$ cat src/rtl/alu_pkg.sv
// Shared definitions for the 6-bit ALU and its accumulator issue stage:
// datapath widths, ALU control codes, command kinds and sequencer states.
package alu_pkg;

    localparam int unsigned ALU_WIDTH  = 6;
    localparam int unsigned ALU_CTRL_W = 4;
    localparam int unsigned SEQ_CNT_W  = 8;

    localparam logic [ALU_CTRL_W-1:0] CTRL_AND  = 4'b0000;
    localparam logic [ALU_CTRL_W-1:0] CTRL_OR   = 4'b0001;
    localparam logic [ALU_CTRL_W-1:0] CTRL_ADD  = 4'b0010;
    localparam logic [ALU_CTRL_W-1:0] CTRL_SLL  = 4'b0011;
    localparam logic [ALU_CTRL_W-1:0] CTRL_XOR  = 4'b0100;
    localparam logic [ALU_CTRL_W-1:0] CTRL_SUB  = 4'b0110;
    localparam logic [ALU_CTRL_W-1:0] CTRL_SRA  = 4'b0111;
    localparam logic [ALU_CTRL_W-1:0] CTRL_SLT  = 4'b1000;
    // Undefined code: the ALU outputs 0 for it, so it is used as the idle drive.
    localparam logic [ALU_CTRL_W-1:0] CTRL_IDLE = 4'b1111;

    typedef enum logic [1:0] {
        KIND_LOAD  = 2'b00,
        KIND_EXEC  = 2'b01,
        KIND_CLEAR = 2'b10,
        KIND_RSVD  = 2'b11
    } kind_e;

    typedef enum logic [1:0] {
        S_IDLE  = 2'b00,
        S_ISSUE = 2'b01,
        S_RESP  = 2'b10
    } state_e;

endpackage

$ cat src/rtl/alu_acc_sequencer.sv
// Issue stage for the combinational ALU: accepts one command at a time, drives
// the ALU for one cycle, captures the result into the accumulator and responds.
module alu_acc_sequencer
    import alu_pkg::*;
#(
    parameter int unsigned WIDTH  = ALU_WIDTH,
    parameter int unsigned CTRL_W = ALU_CTRL_W,
    parameter int unsigned CNT_W  = SEQ_CNT_W
) (
    input  logic              clk,
    input  logic              rst_n,
    input  logic              cmd_valid,
    output logic              cmd_ready,
    input  logic [1:0]        cmd_kind,
    input  logic [CTRL_W-1:0] cmd_ctrl,
    input  logic [WIDTH-1:0]  cmd_operand,
    output logic [WIDTH-1:0]  alu_a,
    output logic [WIDTH-1:0]  alu_b,
    output logic [CTRL_W-1:0] alu_ctrl,
    input  logic [WIDTH-1:0]  alu_out,
    input  logic              alu_carry,
    input  logic              alu_zero,
    output logic              res_valid,
    input  logic              res_ready,
    output logic [WIDTH-1:0]  res_data,
    output logic              res_carry,
    output logic              res_zero,
    output logic              res_err,
    output logic [WIDTH-1:0]  acc_q,
    output logic [CNT_W-1:0]  op_count
);

    localparam logic [CTRL_W-1:0] IDLE_CTRL = {CTRL_W{1'b1}};

    state_e              state_q, state_d;
    kind_e               kind_q, kind_d;
    logic [CTRL_W-1:0]   ctrl_q, ctrl_d;
    logic [WIDTH-1:0]    opnd_q, opnd_d;
    logic [WIDTH-1:0]    acc_d;
    logic                rdy_q, rdy_d;
    logic                res_valid_q, res_valid_d;
    logic [WIDTH-1:0]    res_data_q, res_data_d;
    logic                res_carry_q, res_carry_d;
    logic                res_zero_q, res_zero_d;
    logic                res_err_q, res_err_d;
    logic [CNT_W-1:0]    cnt_q, cnt_d;
    logic [WIDTH-1:0]    alu_b_q, alu_b_d;
    logic [CTRL_W-1:0]   alu_ctrl_q, alu_ctrl_d;

    always_ff @(posedge clk or negedge rst_n) begin
        if (!rst_n) begin
            state_q     <= S_IDLE;
            kind_q      <= KIND_LOAD;
            ctrl_q      <= '0;
            opnd_q      <= '0;
            acc_q       <= '0;
            rdy_q       <= 1'b0;
            res_valid_q <= 1'b0;
            res_data_q  <= '0;
            res_carry_q <= 1'b0;
            res_zero_q  <= 1'b0;
            res_err_q   <= 1'b0;
            cnt_q       <= '0;
            alu_b_q     <= '0;
            alu_ctrl_q  <= IDLE_CTRL;
        end else begin
            state_q     <= state_d;
            kind_q      <= kind_d;
            ctrl_q      <= ctrl_d;
            opnd_q      <= opnd_d;
            acc_q       <= acc_d;
            rdy_q       <= rdy_d;
            res_valid_q <= res_valid_d;
            res_data_q  <= res_data_d;
            res_carry_q <= res_carry_d;
            res_zero_q  <= res_zero_d;
            res_err_q   <= res_err_d;
            cnt_q       <= cnt_d;
            alu_b_q     <= alu_b_d;
            alu_ctrl_q  <= alu_ctrl_d;
        end
    end

    always_comb begin
        state_d     = state_q;
        kind_d      = kind_q;
        ctrl_d      = ctrl_q;
        opnd_d      = opnd_q;
        acc_d       = acc_q;
        res_data_d  = res_data_q;
        res_carry_d = res_carry_q;
        res_zero_d  = res_zero_q;
        res_err_d   = res_err_q;
        cnt_d       = cnt_q;

        case (state_q)
            S_IDLE: begin
                if (cmd_valid && rdy_q) begin
                    kind_d  = kind_e'(cmd_kind);
                    ctrl_d  = cmd_ctrl;
                    opnd_d  = cmd_operand;
                    state_d = S_ISSUE;
                end
            end
            S_ISSUE: begin
                state_d     = S_RESP;
                res_carry_d = 1'b0;
                res_err_d   = 1'b0;
                case (kind_q)
                    KIND_EXEC: begin
                        acc_d       = alu_out;
                        res_data_d  = alu_out;
                        res_carry_d = alu_carry;
                        res_zero_d  = alu_zero;
                    end
                    KIND_LOAD: begin
                        acc_d      = opnd_q;
                        res_data_d = opnd_q;
                        res_zero_d = (opnd_q == '0);
                    end
                    KIND_CLEAR: begin
                        acc_d      = '0;
                        res_data_d = '0;
                        res_zero_d = 1'b1;
                    end
                    default: begin
                        // Reserved kind reports the untouched accumulator with an error.
                        res_data_d = acc_q;
                        res_zero_d = (acc_q == '0);
                        res_err_d  = 1'b1;
                    end
                endcase
            end
            S_RESP: begin
                if (res_ready) begin
                    cnt_d   = cnt_q + CNT_W'(1);
                    state_d = S_IDLE;
                end
            end
            default: state_d = S_IDLE;
        endcase

        // Registered handshake and ALU drive follow the upcoming state.
        rdy_d       = (state_d == S_IDLE);
        res_valid_d = (state_d == S_RESP);
        alu_b_d     = '0;
        alu_ctrl_d  = IDLE_CTRL;
        if (state_d == S_ISSUE && kind_d == KIND_EXEC) begin
            alu_b_d    = opnd_d;
            alu_ctrl_d = ctrl_d;
        end
    end

    assign cmd_ready = rdy_q;
    assign alu_a     = acc_q;
    assign alu_b     = alu_b_q;
    assign alu_ctrl  = alu_ctrl_q;
    assign res_valid = res_valid_q;
    assign res_data  = res_data_q;
    assign res_carry = res_carry_q;
    assign res_zero  = res_zero_q;
    assign res_err   = res_err_q;
    assign op_count  = cnt_q;

endmodule

$ cat config.mk
export PLATFORM = sky130hd
export DESIGN_NAME = alu_acc_sequencer
export DESIGN_NICKNAME = d
export VERILOG_FILES = /design/src/rtl/alu_pkg.sv /design/src/rtl/alu_acc_sequencer.sv
export SDC_FILE = /design/constraint.sdc
export NUM_CORES = 1
export LEC_CHECK = 0
export BUFFER_PORTS_ARGS = -buffer_cell sky130_fd_sc_hd__buf_2
export CORE_UTILIZATION = 47
export CTS_CLUSTER_DIAMETER = 80
export DETAILED_ROUTE_END_ITERATION = 8
export GPL_TIMING_DRIVEN = 0
export PLACE_DENSITY = 0.77
export SLEW_MARGIN = 15
export SYNTH_ARGS = -nofsm -noshare
export SYNTH_HDL_FRONTEND = slang
export SYNTH_SLANG_ARGS = --single-unit
$ cat constraint.sdc
create_clock -name clk -period 1.8 [get_ports clk]
set_input_delay 0.36 -clock clk [delete_from_list [all_inputs] [get_ports clk]]
set_output_delay 0.36 -clock clk [all_outputs]
set_load 0.005 [all_outputs]
==> metrics.txt, run 1 <==
clk_lat worst skew=0.34 ns; max-slew violations=0; share of cells above drive strength 1=52.5%; Fin. Hold Viols=0; slew of the pin with the lowest slew margin=0.813 ns; post-cts sizing count=0; ranking of synthesized cells by area=dfrtp_1 52%, dfstp_2 6.3%, mux2_2 6.0%, buf_4 5.8%, mux2i_1 3.6%; gr ovfl total=0; final setup fails=0; CTS Buf Count=5; Yosys reg bits=39; wire length on met3=201 um; io pins=65; row count=21; antenna violations before repair=0; DRT iter0 DRCs=74; area share of the largest cell type after synthesis=52.3%; Finished Layout Cells=248; post-detailed-route wirelength per cell=13.1 um; Die ar.=3810 um^2; P_leak=1.10 nW; CTS clk-pin slew, worst paths=0.11 ns; CTS Sinks=39; Top delay family on crit path=flip-flops; Cell Pwr Density=1390 nW/um^2; Final Critical Period=1.58 ns; Max Cap Viol=0; clock root buffer=clkbuf_4; Worst Path Arrival=1.81 ns; post-synth top area cell=dfrtp_1; first-pass GRT wire length=5110 um; die width=61.7 um; Max FO, Critical Path=7; CP endpoint kind=flip-flop; period utilization=87.5%; fillers=307; Final WS setup=0.224 ns; Buf+Inv Stages, Crit Path=2; P&R area growth vs syn=25.5%; dpl hpwl=2470 um; antenna viol nets, final=0; warnings from Yosys=0; starting density of the core=49.8%; Seq/Total Area, Yosys=58.6%; Mean Syn Cell Area=12.9 um^2; RSZ-0062 raised after global routing=false; Max IR drop VDD=0.865 mV; I/O Buffers=64; Post-CTS Hold Buffers=0; core area=3360 um^2; WP data required=2.03 ns; Yosys cell types=33; CP max-delay cell=dfrtp_1; die span in y=61.7 um; ys async rst share=100%; Post-Place Setup Slack=0.258 ns; Worst Hold Class=input pin to asynchronous set/reset pin; DRT Pass-1 Iters=4; crit-path cells=nor4bb_1, buf_4, clkbuf_8, mux2_2; Via density=5.03; Max Clk Rate=635 MHz; Synth Instances=130; wire length on met2=1670 um; vias in the first global route=1176; EDFF count, synth=0; largest net degree at the start of global routing=40; synthesized area=1680 um^2; headroom to the max-slew limit=45.8%; CTS tree=done; highest metal used=met4; commonest non-fill, non-tap cell in the layout=buf_2; Main synth FF type=dfrtp_1; hold_ws=0.0970 ns; clock skew=0.00894 ns; Layout Nets=226; CTS H-tree lvls=2; outcome=finished clean; met1 WL=1340 um; commonest cells after routing, fill and taps aside=65 x buf_2, 35 x dfrtp_1, 13 x buf_4; DRC viols=0; Setup TNS Final=0 ns; Net Count, Synth=155; Largest stage delay, worst path=0.44 ns; # placed instances=240; ant diodes=0; crit path kind=flip-flop to flip-flop; clk buf depth=2; crit path launch type=flip-flop; Post-CTS Setup Inserts=0; GRT Total Usage=19.3%; Post-Route WL=3240 um; via count=1247; gpl congestion=0.804
## Yosys cell counts, types with 2 or more instances
library cell and instances:
xor2_1 4, and2_2 6, nor2_1 4, nor4_1 2
nand3_1 3, xnor2_1 3, dfstp_2 4, buf_4 13
nand2_1 6, o2bb2ai_1 6, mux2i_1 6, nor3_1 4
nand2b_1 5, o21ai_0 3, dfrtp_1 35, mux2_2 9
## worst reg2reg max path: stages, from the launching register on
cell and delay [ns]:
dfrtp_1 0.44, nor4bb_1 0.33, buf_4 0.20, clkbuf_8 0.16
mux2_2 0.34
## sequential cells by signal, indices dropped and copies added (netlist names)
name,cells
kind_q,2
res_carry,1
opnd_q,6
alu_ctrl,4
cmd_ready,1
op_count,8
res_data,6
state_q,2
res_zero,1
res_err,1
alu_b,6
res_valid,1
## layout make-up
class                      instances  area [um^2]  area share, %
clock buffer                       8         48.8           2.32
multi-input combinational         74          563           26.8
sequential                        39          981           46.7
buffer                            17          131           6.25
tap                               46         57.6           2.74
timing repair buffer              64          320           15.2
## layer usage
layer	up-vias	global-route usage (%)
met5	-	0
met4	0	5.71
met3	5	8.28
met2	43	30.9
met1	618	23.8
li1	581	-
## kinds of logic (layout without fill, tap and decap cells)
| group | Yosys count | after routing | share of synthesized area, % |
|---|---|---|---|
| XOR/XNOR | 7 | 7 | 3.66 |
| multiplexers | 15 | 15 | 9.63 |
| AO/OA/AOI/OAI | 12 | 12 | 5.45 |
| AND/OR/NAND/NOR | 39 | 39 | 14.1 |
| adder cells (fa/ha/maj) | 1 | 1 | 0.747 |
| flip-flops | 39 | 39 | 58.6 |
| buffers and inverters | 17 | 89 | 7.84 |
## power by group
group          switching (mW)  leakage (nW)  internal (mW)
clock                   0.258        0.0265          0.156
combinational           0.459         0.585          0.650
sequential              0.259         0.490           1.15
total                   0.975          1.10           1.95
## worst paths after layout
check / from / endpoint / slack (ns) / cells after the start
min reg2reg: op_count[7] / op_count[7] / 0.48 / 1
max in group asynchronous: rst_n / alu_b[1] / 1.18 / 1
max reg2reg: state_q[1] / opnd_q[4] / 0.22 / 4
min: rst_n / op_count[2] / 0.1 / 1
max: state_q[1] / opnd_q[4] / 0.22 / 4
min in group clk: cmd_ctrl[0] / alu_ctrl[0] / 0.21 / 2
## metrics by stage
stage | instance area (um^2) | util [%] | power [mW]
2_1_floorplan | 1680 | - | 2.09
3_3_place_gp | 2050 | 61.0 | 2.48
3_5_place_dp | 2050 | 61.0 | 2.54
4_1_cts | 2100 | 62.5 | 2.96
5_1_grt | 2100 | 62.5 | 3.18
6_report | 2100 | 62.5 | 2.93
Power figures use the tool's default switching activity.
==> run 2: changes to the inputs <==
- PLACE_DENSITY: 0.77 -> 0.87
==> run 2 against run 1 <==
- cell count is the same
- global-route usage is 0.70 points lower
- clock power up 46%
- critical path type unchanged
- count of clock-buffer cells in the layout decreased by 2
- maximum frequency up 3.0%
- die area did not move
- core utilization up 1.1 points
==> metrics.txt, run 2 (synthesized netlist as in run 1, its figures left out) <==
outcome=finished clean; clock root buffer=clkbuf_4; DRC viols=0 (unchanged); Worst Path Arrival=1.76 ns (-0.05 ns); Max Cap Viol=0 (unchanged); largest net degree at the start of global routing=40 (unchanged); dpl hpwl=2370 um (-4.1%); setup slack, reg-to-reg=0.27 ns (+0.05 ns); Post-CTS Setup Inserts=0 (unchanged); crit path launch type=flip-flop; slew of the pin with the lowest slew margin=0.825 ns (+0.0112 ns); io pins=65 (unchanged); Max FO, Critical Path=7 (unchanged); die width=61.7 um (unchanged); Finished Layout Cells=248 (unchanged); CP max-delay cell=dfrtp_1; vias in the first global route=1148 (-2.4%); Fin. Hold Viols=0 (unchanged); Buf+Inv Stages, Crit Path=2 (unchanged); Worst R2R Start=state_q[1]; Reg2Reg Depth=4 (unchanged); Max IR drop VDD=0.732 mV (-15%); DRT Pass-1 Iters=4 (unchanged); CTS H-tree lvls=2 (unchanged); Via density=4.87 (-3.1%); clk_lat worst skew=0.34 ns (about the same); crit path kind=flip-flop to flip-flop; post-detailed-route wirelength per cell=12.7 um (-3.1%); Largest register FFs=8 (unchanged); Die ar.=3810 um^2 (unchanged); post-cts sizing count=0 (unchanged); Post-CTS Hold Buffers=0 (unchanged); Worst Hold Class=input pin to asynchronous set/reset pin; Largest stage delay, worst path=0.44 ns (about the same); CP endpoint kind=flip-flop; antenna violations before repair=0 (unchanged); fillers=312 (+1.6%); period utilization=85.0% (-2.6 points); CTS clk-pin slew, worst paths=0.11 ns (about the same); Top delay family on crit path=flip-flops; RSZ-0062 raised after global routing=false; crit-path cells=nor4bb_1, buf_4, clkbuf_8, mux2_2; Setup TNS Final=0 ns (unchanged); Final Critical Period=1.53 ns (-0.0461 ns); headroom to the max-slew limit=45.0% (-0.75 points); starting density of the core=49.8% (unchanged); max-slew violations=0 (unchanged); commonest non-fill, non-tap cell in the layout=buf_2; first-pass GRT wire length=4870 um (-4.6%); P_leak=1.12 nW (+2.0%); antenna viol nets, final=0 (unchanged); core area=3360 um^2 (unchanged); Post-Route WL=3140 um (-3.1%); WP data required=2.03 ns (about the same); CTS Sinks=39 (unchanged); ant diodes=0 (unchanged); clock skew=0.00391 ns (-0.00503 ns); Cell Pwr Density=1450 nW/um^2 (+3.9%); Layout Nets=226 (unchanged); CTS tree=done; clk buf depth=2 (unchanged); # placed instances=240 (unchanged); commonest cells after routing, fill and taps aside=65 x buf_2, 35 x dfrtp_1, 13 x buf_4; die span in y=61.7 um (unchanged); gr ovfl total=0 (unchanged); crit path from=state_q[1]; CTS Buf Count=5 (unchanged); Max Clk Rate=654 MHz (+3.0%); row count=21 (unchanged); via count=1208 (-3.1%); I/O Buffers=64 (unchanged); gpl congestion=0.723 (-10%); reg2reg end=opnd_q[0]; share of cells above drive strength 1=54.0% (+1.5 points); P&R area growth vs syn=27.7%; GRT Total Usage=18.6% (-0.70 points); crit path to=opnd_q[0]; DRT iter0 DRCs=58 (-22%); stages on the worst setup path=4 (unchanged); final setup fails=0 (unchanged)
## run 2: worst register-to-register path, cell delays in order, from the launching register on
cell and delay (ns):
dfrtp_1 0.44, nor4bb_1 0.31, buf_4 0.19, clkbuf_8 0.15
mux2_2 0.34
## run 2: area by class of cell
type / count / area (um^2) / area share [%]
clock buffers: 6 / 51.3 / 2.40
multi-input cells: 74 / 563 / 26.3
flip-flops and latches: 39 / 981 / 45.8
plain buffers: 17 / 131 / 6.14
well taps: 46 / 57.6 / 2.69
repair buffers: 64 / 320 / 15.0
clock inverters: 2 / 35.0 / 1.64
## run 2: power by group
| group | internal, mW | switching [mW] | total, mW |
|---|---|---|---|
| Sequential | 1.15 | 0.251 | 1.40 |
| Combinational | 0.651 | 0.445 | 1.10 |
| Clock | 0.328 | 0.275 | 0.603 |
## run 2: routing by layer
metal  up-vias  track usage (%)  part of all wire (%)
met1       565             22.6                    42
met4         0             10.5                   2.0
met5         -                0                     0
met3         8             6.00                   8.1
met2        50             29.2                    48
li1        585                -                     -
## run 2: how the worst min path moves through the flow
| stage | depth (start not counted) | startpoint | end |
|---|---|---|---|
| after global placement | 1 | op_count[7] | op_count[7] |
| after floorplan | 0 | rst_n | alu_b[0] |
| final | 1 | rst_n | res_data[1] |
| after global routing | 1 | rst_n | op_count[5] |
| after detailed placement | 1 | op_count[7] | op_count[7] |
| after CTS | 1 | rst_n | alu_b[1] |
## run 2: stage by stage
step           setup WS (ns)  utilization (%)  hold slack [ns]  total power, mW  area, um^2
4_1_cts                0.275             63.6            0.120             3.13        2140
5_1_grt                0.132             63.6            0.165             3.35        2140
6_report               0.270             63.6            0.104             3.10        2140
3_3_place_gp           0.294             61.0            0.451             2.48        2050
2_1_floorplan          0.401                -           0.0644             2.09        1680
3_5_place_dp           0.300             61.0            0.460             2.53        2050
